<file path="src/rtl/data_mem_arbiter_pkg.sv">
// Shared widths, port identifiers and the read-return tag format for the
// DataMemory arbiter.
package dmem_arb_pkg;

  localparam int ADDR_W = 11;
  localparam int DATA_W = 32;

  localparam logic PORT_CPU = 1'b0;
  localparam logic PORT_LDR = 1'b1;

  typedef struct packed {
    logic vld;
    logic id;
  } tag_t;

endpackage

</file>
<file path="src/rtl/data_mem_arbiter_if.sv">
// Bundle of both requester ports and the DataMemory port. The slave modport is
// the arbiter's view; the master modport is the requesters-plus-RAM view.
interface data_mem_arbiter_if;
  import dmem_arb_pkg::*;

  logic              p0_req;
  logic              p0_we;
  logic [ADDR_W-1:0] p0_addr;
  logic [DATA_W-1:0] p0_wdata;
  logic              p0_gnt;
  logic              p0_rvalid;
  logic [DATA_W-1:0] p0_rdata;

  logic              p1_req;
  logic              p1_we;
  logic [ADDR_W-1:0] p1_addr;
  logic [DATA_W-1:0] p1_wdata;
  logic              p1_gnt;
  logic              p1_rvalid;
  logic [DATA_W-1:0] p1_rdata;

  logic              mem_ena;
  logic              mem_wea;
  logic [ADDR_W-1:0] mem_addra;
  logic [DATA_W-1:0] mem_dina;
  logic [DATA_W-1:0] mem_douta;

  modport slave (
    input  p0_req, p0_we, p0_addr, p0_wdata,
    output p0_gnt, p0_rvalid, p0_rdata,
    input  p1_req, p1_we, p1_addr, p1_wdata,
    output p1_gnt, p1_rvalid, p1_rdata,
    output mem_ena, mem_wea, mem_addra, mem_dina,
    input  mem_douta
  );

  modport master (
    output p0_req, p0_we, p0_addr, p0_wdata,
    input  p0_gnt, p0_rvalid, p0_rdata,
    output p1_req, p1_we, p1_addr, p1_wdata,
    input  p1_gnt, p1_rvalid, p1_rdata,
    input  mem_ena, mem_wea, mem_addra, mem_dina,
    output mem_douta
  );

endinterface

</file>
<file path="src/rtl/data_mem_arbiter_rr.sv">
// Two-way round-robin grant. The priority pointer names the port that wins a
// tie and flips away from whichever port was last accepted.
module rr_arbiter_2 (
  input  logic       clka,
  input  logic       rst_n,
  input  logic [1:0] req_i,
  input  logic       accept_i,
  output logic [1:0] gnt_o
);

  typedef enum logic {PRIO_CPU = 1'b0, PRIO_LDR = 1'b1} prio_e;

  prio_e prio_q, prio_d;

  // Priority pointer register
  always_ff @(posedge clka or negedge rst_n) begin
    if (!rst_n) begin
      prio_q <= PRIO_CPU;
    end else begin
      prio_q <= prio_d;
    end
  end

  // Grant selection and pointer update
  always_comb begin
    gnt_o  = 2'b00;
    prio_d = prio_q;
    case (req_i)
      2'b01:   gnt_o = 2'b01;
      2'b10:   gnt_o = 2'b10;
      2'b11:   gnt_o = (prio_q == PRIO_LDR) ? 2'b10 : 2'b01;
      default: gnt_o = 2'b00;
    endcase
    if (accept_i) begin
      prio_d = gnt_o[0] ? PRIO_LDR : PRIO_CPU;
    end else begin
      prio_d = prio_q;
    end
  end

endmodule

</file>
<file path="src/rtl/data_mem_arbiter.sv">
// Serialises the CPU and loader ports onto the single DataMemory port and
// steers each read datum back to its issuer via a tagged return pipeline.
module data_mem_arbiter
  import dmem_arb_pkg::*;
#(
  parameter int RD_LATENCY = 1
) (
  input  logic             clka,
  input  logic             rst_n,
  data_mem_arbiter_if.slave bus
);

  logic [1:0]        req_s;
  logic [1:0]        arb_gnt_s;
  logic [1:0]        gnt_s;
  logic              accept_s;
  logic              sel_s;
  logic              sel_we_s;
  logic [ADDR_W-1:0] sel_addr_s;
  logic [DATA_W-1:0] sel_wdata_s;

  logic              ena_q, wea_q;
  logic [ADDR_W-1:0] addr_q;
  logic [DATA_W-1:0] dina_q;

  tag_t [RD_LATENCY:0] tag_q, tag_d;
  tag_t                ret_s;
  logic                rvalid0_s, rvalid1_s;
  logic [DATA_W-1:0]   rdata0_q, rdata1_q;

  assign req_s = {bus.p1_req, bus.p0_req};

  rr_arbiter_2 u_arb (
    .clka     (clka),
    .rst_n    (rst_n),
    .req_i    (req_s),
    .accept_i (accept_s),
    .gnt_o    (arb_gnt_s)
  );

  // Grants are suppressed while reset is held so nothing is accepted then.
  assign gnt_s    = arb_gnt_s & {2{rst_n}};
  assign accept_s = |gnt_s;
  assign sel_s    = gnt_s[1];

  assign sel_we_s    = sel_s ? bus.p1_we    : bus.p0_we;
  assign sel_addr_s  = sel_s ? bus.p1_addr  : bus.p0_addr;
  assign sel_wdata_s = sel_s ? bus.p1_wdata : bus.p0_wdata;

  assign bus.p0_gnt = gnt_s[0];
  assign bus.p1_gnt = gnt_s[1];

  // Issue register: address and data hold when nothing is accepted
  always_ff @(posedge clka or negedge rst_n) begin
    if (!rst_n) begin
      ena_q  <= 1'b0;
      wea_q  <= 1'b0;
      addr_q <= '0;
      dina_q <= '0;
    end else begin
      ena_q <= accept_s;
      wea_q <= accept_s & sel_we_s;
      if (accept_s) begin
        addr_q <= sel_addr_s;
        dina_q <= sel_wdata_s;
      end
    end
  end

  assign bus.mem_ena   = ena_q;
  assign bus.mem_wea   = wea_q;
  assign bus.mem_addra = addr_q;
  assign bus.mem_dina  = dina_q;

  // Stage 0 lines up with the RAM-drive cycle; the last stage with douta.
  always_comb begin
    tag_d        = tag_q;
    tag_d[0].vld = accept_s & ~sel_we_s;
    tag_d[0].id  = sel_s;
    for (int i = 1; i <= RD_LATENCY; i++) begin
      tag_d[i] = tag_q[i-1];
    end
  end

  // Tag shift register
  always_ff @(posedge clka or negedge rst_n) begin
    if (!rst_n) begin
      tag_q <= '0;
    end else begin
      tag_q <= tag_d;
    end
  end

  assign ret_s     = tag_q[RD_LATENCY];
  assign rvalid0_s = ret_s.vld & (ret_s.id == PORT_CPU);
  assign rvalid1_s = ret_s.vld & (ret_s.id == PORT_LDR);

  // Last delivered datum per port, shown while that port has no return
  always_ff @(posedge clka or negedge rst_n) begin
    if (!rst_n) begin
      rdata0_q <= '0;
      rdata1_q <= '0;
    end else begin
      if (rvalid0_s) rdata0_q <= bus.mem_douta;
      if (rvalid1_s) rdata1_q <= bus.mem_douta;
    end
  end

  assign bus.p0_rvalid = rvalid0_s;
  assign bus.p1_rvalid = rvalid1_s;
  assign bus.p0_rdata  = rvalid0_s ? bus.mem_douta : rdata0_q;
  assign bus.p1_rdata  = rvalid1_s ? bus.mem_douta : rdata1_q;

endmodule
</file>
<file path="src/flat_wrapper.sv">
// flat-port wrapper written by rule: the top's interface ports become plain ports
module data_mem_arbiter_flat import dmem_arb_pkg::*;
#(
  parameter int RD_LATENCY = 1
)
  (clka, rst_n, bus_p0_req, bus_p0_we, bus_p0_addr, bus_p0_wdata, bus_p0_gnt, bus_p0_rvalid, bus_p0_rdata, bus_p1_req, bus_p1_we, bus_p1_addr, bus_p1_wdata, bus_p1_gnt, bus_p1_rvalid, bus_p1_rdata, bus_mem_ena, bus_mem_wea, bus_mem_addra, bus_mem_dina, bus_mem_douta);
  data_mem_arbiter_if bus_i ();
  input  logic clka;
  input  logic rst_n;
  input wire logic [$bits(bus_i.p0_req)-1:0] bus_p0_req;
  input wire logic [$bits(bus_i.p0_we)-1:0] bus_p0_we;
  input wire logic [$bits(bus_i.p0_addr)-1:0] bus_p0_addr;
  input wire logic [$bits(bus_i.p0_wdata)-1:0] bus_p0_wdata;
  output wire logic [$bits(bus_i.p0_gnt)-1:0] bus_p0_gnt;
  output wire logic [$bits(bus_i.p0_rvalid)-1:0] bus_p0_rvalid;
  output wire logic [$bits(bus_i.p0_rdata)-1:0] bus_p0_rdata;
  input wire logic [$bits(bus_i.p1_req)-1:0] bus_p1_req;
  input wire logic [$bits(bus_i.p1_we)-1:0] bus_p1_we;
  input wire logic [$bits(bus_i.p1_addr)-1:0] bus_p1_addr;
  input wire logic [$bits(bus_i.p1_wdata)-1:0] bus_p1_wdata;
  output wire logic [$bits(bus_i.p1_gnt)-1:0] bus_p1_gnt;
  output wire logic [$bits(bus_i.p1_rvalid)-1:0] bus_p1_rvalid;
  output wire logic [$bits(bus_i.p1_rdata)-1:0] bus_p1_rdata;
  output wire logic [$bits(bus_i.mem_ena)-1:0] bus_mem_ena;
  output wire logic [$bits(bus_i.mem_wea)-1:0] bus_mem_wea;
  output wire logic [$bits(bus_i.mem_addra)-1:0] bus_mem_addra;
  output wire logic [$bits(bus_i.mem_dina)-1:0] bus_mem_dina;
  input wire logic [$bits(bus_i.mem_douta)-1:0] bus_mem_douta;
  assign bus_i.p0_req = bus_p0_req;
  assign bus_i.p0_we = bus_p0_we;
  assign bus_i.p0_addr = bus_p0_addr;
  assign bus_i.p0_wdata = bus_p0_wdata;
  assign bus_p0_gnt = bus_i.p0_gnt;
  assign bus_p0_rvalid = bus_i.p0_rvalid;
  assign bus_p0_rdata = bus_i.p0_rdata;
  assign bus_i.p1_req = bus_p1_req;
  assign bus_i.p1_we = bus_p1_we;
  assign bus_i.p1_addr = bus_p1_addr;
  assign bus_i.p1_wdata = bus_p1_wdata;
  assign bus_p1_gnt = bus_i.p1_gnt;
  assign bus_p1_rvalid = bus_i.p1_rvalid;
  assign bus_p1_rdata = bus_i.p1_rdata;
  assign bus_mem_ena = bus_i.mem_ena;
  assign bus_mem_wea = bus_i.mem_wea;
  assign bus_mem_addra = bus_i.mem_addra;
  assign bus_mem_dina = bus_i.mem_dina;
  assign bus_i.mem_douta = bus_mem_douta;
  data_mem_arbiter #(.RD_LATENCY(RD_LATENCY)) u_core (.clka(clka), .rst_n(rst_n), .bus(bus_i));
endmodule
</file>
<file path="config.mk">
export PLATFORM = sky130hd
export DESIGN_NAME = data_mem_arbiter_flat
export DESIGN_NICKNAME = d
export VERILOG_FILES = /design/src/rtl/data_mem_arbiter_pkg.sv /design/src/rtl/data_mem_arbiter_if.sv /design/src/rtl/data_mem_arbiter_rr.sv /design/src/rtl/data_mem_arbiter.sv /design/src/flat_wrapper.sv
export SDC_FILE = /design/constraint.sdc
export NUM_CORES = 1
export LEC_CHECK = 0
export BUFFER_PORTS_ARGS = -buffer_cell sky130_fd_sc_hd__clkbuf_2
export CAP_MARGIN = 10
export CORE_ASPECT_RATIO = 1.25
export CORE_MARGIN = 2
export CORE_UTILIZATION = 41
export DETAILED_ROUTE_END_ITERATION = 7
export PLACE_DENSITY_LB_ADDON = 0.1
export SETUP_SLACK_MARGIN = 0.2
export SLEW_MARGIN = 20
export SYNTH_ARGS = -nofsm -noshare
export SYNTH_HDL_FRONTEND = slang
export SYNTH_HIERARCHICAL = 1
export SYNTH_SLANG_ARGS = --single-unit
export TNS_END_PERCENT = 10
</file>
<file path="constraint.sdc">
create_clock -name clka -period 1.96 [get_ports clka]
set_clock_uncertainty 0.2 [all_clocks]
set_input_delay 0.392 -clock clka [delete_from_list [all_inputs] [get_ports clka]]
set_output_delay 0.392 -clock clka [all_outputs]
set_load 0.01 [all_outputs]
</file>
==> impl_metrics.json <==
{
  "port_buffers": 236,
  "fmax_mhz": 447,
  "layout-drive-gt1-share": 0.579,
  "critical_path_class": "reg -> out",
  "grt_pass1_vias": 4010,
  "power.total_mw": 9.40,
  "crit_arrival_ps": 1650,
  "core_um2": 11500,
  "synth_top_area_share": 0.598,
  "grt_max_degree": 89,
  "slew_headroom": 0.693,
  "power.share.switching": 0.290,
  "finalCritPeriodShare": 1.14,
  "grt_usage": 0.206,
  "totalWireLength_mm": 13.0,
  "ios": 237,
  "hold_viol_final": 0,
  "cp-startpoint": "u_core/ret_s[1]",
  "rows": 44,
  "multi_input_area_um2": 1810,
  "post_cts.repair.setup_buffers": 0,
  "vias_per_cell": 5.32,
  "dieArea_um2": 12500,
  "avgSynthCellArea_um2": 13.4,
  "setup_violations": 65,
  "p_leak_nw": 3.59,
  "powerDensity_nw_per_um2": 1360,
  "grt_pass1_wl_mm": 20.1,
  "violations": "negative setup slack",
  "p_int_mw": 6.67,
  "drc": 0,
  "worst_slew_pin_slew_ps": 460,
  "post_drt_wl_per_cell_um": 17.4,
  "synth_cell_types": 20,
  "final_common_cell": "clkbuf_2",
  "clk_pin_slew_ps": 50,
  "seqPwrFrac": 0.369,
  "via_count": 3977,
  "start_util": 0.415,
  "hpwl_mm": 8.98,
  "drv_slew": 0,
  "insertion_delay_ps": 390,
  "holdCritStartpoint": "bus_mem_douta[9]",
  "rr_startpoint": "u_core/u_arb/prio_q",
  "die_h_um": 125,
  "cts_inserted_buffers": 17,
  "hold_path.class": "in -> reg",
  "gp_congestion": 0.802,
  "final_cell_mix": "clkbuf_2 (234), dfrtp_1 (113), o22ai_1 (87), mux2_4 (56), a21oi_1 (43)",
  "drv_cap": 0,
  "cp-start-kind": "flip-flop",
  "detail-route-antenna-nets": 0,
  "die_w_um": 100,
  "ys_seq_area_frac": 0.598,
  "ys_warn_count": 6,
  "timing.final.crit_period_ps": 2240,
  "fin_util": 0.599,
  "cts.sinks": 114,
  "power_switching_mw": 2.73,
  "rsz0062_at_grt": "true",
  "drt_iter0_drc": 153,
  "register_area_um2": 2850,
  "fin_nets": 723,
  "clockPowerShare": 0.325,
  "syn_inst": 356,
  "cts.path.max_buffers": 2,
  "worstPathRequired_ps": 1370,
  "n_fill_cell": 963,
  "fin_setup_tns_ps": -14830,
  "cp_max_fo": 11,
  "htree_levels": 4,
  "cts_tree": "built",
  "peakVddDrop_uv": 517,
  "dp_slack_ps": 150,
  "first_pass_iters": 4,
  "synth_top_area_cell": "dfrtp_1",
  "synthTopCellsByArea": "dfrtp_1 (60%), o22ai_1 (11%), mux2_4 (9.4%), mux2_2 (8.3%), a21oi_1 (4.5%)",
  "cts_root_buffer": "clkbuf_16",
  "setup_slack_ps": -278,
  "area_growth_syn_to_layout_pct": 44.5,
  "num_antenna_cells": 0,
  "power.combinational.fraction": 0.306,
  "ys_ff_latch": 114,
  "end_kind": "primary output",
  "syn_area_um2": 4770,
  "syn_nets": 480,
  "antenna_found_initial": 0,
  "overflow": 0,
  "outcome": "finished with violations"
}
==> synth_stat cells <==
library cell	number
a21oi_1	43
inv_1	5
a21boi_2	1
nand2_1	3
mux2_4	30
buf_6	4
a21boi_0	2
clkbuf_1	4
o21a_1	1
o22ai_1	87
dfrtp_1	114
nand2b_1	1
mux2_2	35
nand2b_4	1
nand2_2	1
nand3_1	1
buf_2	18
inv_2	1
and2_1	1
buf_12	3
==> critical path, stage by stage, from the launching register on <==
cell       delay (ps)
dfrtp_2           430
nand2_4           140
clkbuf_16         190
mux2_2            350
clkbuf_2          130
==> layer usage <==
layer / global-route usage / vias to the layer above / part of all wire / wire length [um]
li1: - / 1833 / - / -
met1: 0.250 / 1933 / 0.41 / 5390
met2: 0.338 / 193 / 0.50 / 6560
met3: 0.0673 / 18 / 0.066 / 862
met4: 0.0766 / 0 / 0.015 / 194
met5: 0 / - / 0 / 0
==> path summary, 6_finish.rpt <==
check | end | cells past startpoint | slack, ps
min in group asynchronous | u_core/bus.mem_ena | 3 | 110
worst max register to register | u_core/bus.mem_dina[8] | 6 | 270
worst min-delay path | u_core/rdata0_q[9] | 2 | 60
worst max-delay path | bus_p1_rdata[18] | 4 | -280
worst min register to register | u_core/ret_s[1] | 0 | 150
max in group asynchronous | u_core/ret_s[1] | 3 | 1000
==> cell families (layout without fill, tap and decap cells) <==
kind of cell | count (synthesis) | after routing | synth area share
compound gates | 134 | 134 | 0.166
buf+inv | 35 | 289 | 0.0488
flops | 114 | 114 | 0.598
mux | 65 | 65 | 0.177
simple gates | 8 | 8 | 0.0102
==> power groups by stage <==
stage	Combinational [mW]	Sequential, mW	Clock [mW]
final	2.87	3.47	3.05
after global routing	3.11	3.55	3.26
after CTS	2.79	3.46	3.13
after detailed placement	2.74	3.48	0
after global placement	2.69	3.45	0
after floorplan	1.51	3.50	0
==> flip-flops by register name, indices dropped and copies added (netlist names) <==
name,cells
u_core/tag_d,2
u_core/rdata0_q,32
u_core/bus.mem_addra,11
u_core/rdata1_q,32
u_core/ret_s,2
u_core/bus.mem_dina,32
u_core/u_arb/prio_q,1
u_core/bus.mem_ena,1
u_core/bus.mem_wea,1
==> final cells by class <==
| class | instances | share of cell area |
|---|---|---|
| flip-flops and latches | 114 | 0.414 |
| clock inverters | 4 | 0.0102 |
| repair buffers | 253 | 0.208 |
| clock buffers | 26 | 0.0768 |
| inverters | 6 | 0.00327 |
| well taps | 138 | 0.0250 |
| multi-input cells | 207 | 0.263 |
==> stage by stage <==
step	hold slack, ps	cells	cell area (um^2)
detailed placement	136	715	6100
floorplan	-104	356	4780
finish	56.7	748	6900
global route	39.7	748	6900
CTS	34.7	747	6760
global placement	140	715	6100
==> repair_timing <==
action	4_1_cts	5_1_grt
cloned	1	1
hold buffers	1	0
resized for setup	9	29
pin swaps	4	1
setup endpoints to repair	68	112
endpoints found under the hold margin	114	0
(Power assumes the default switching activity.)
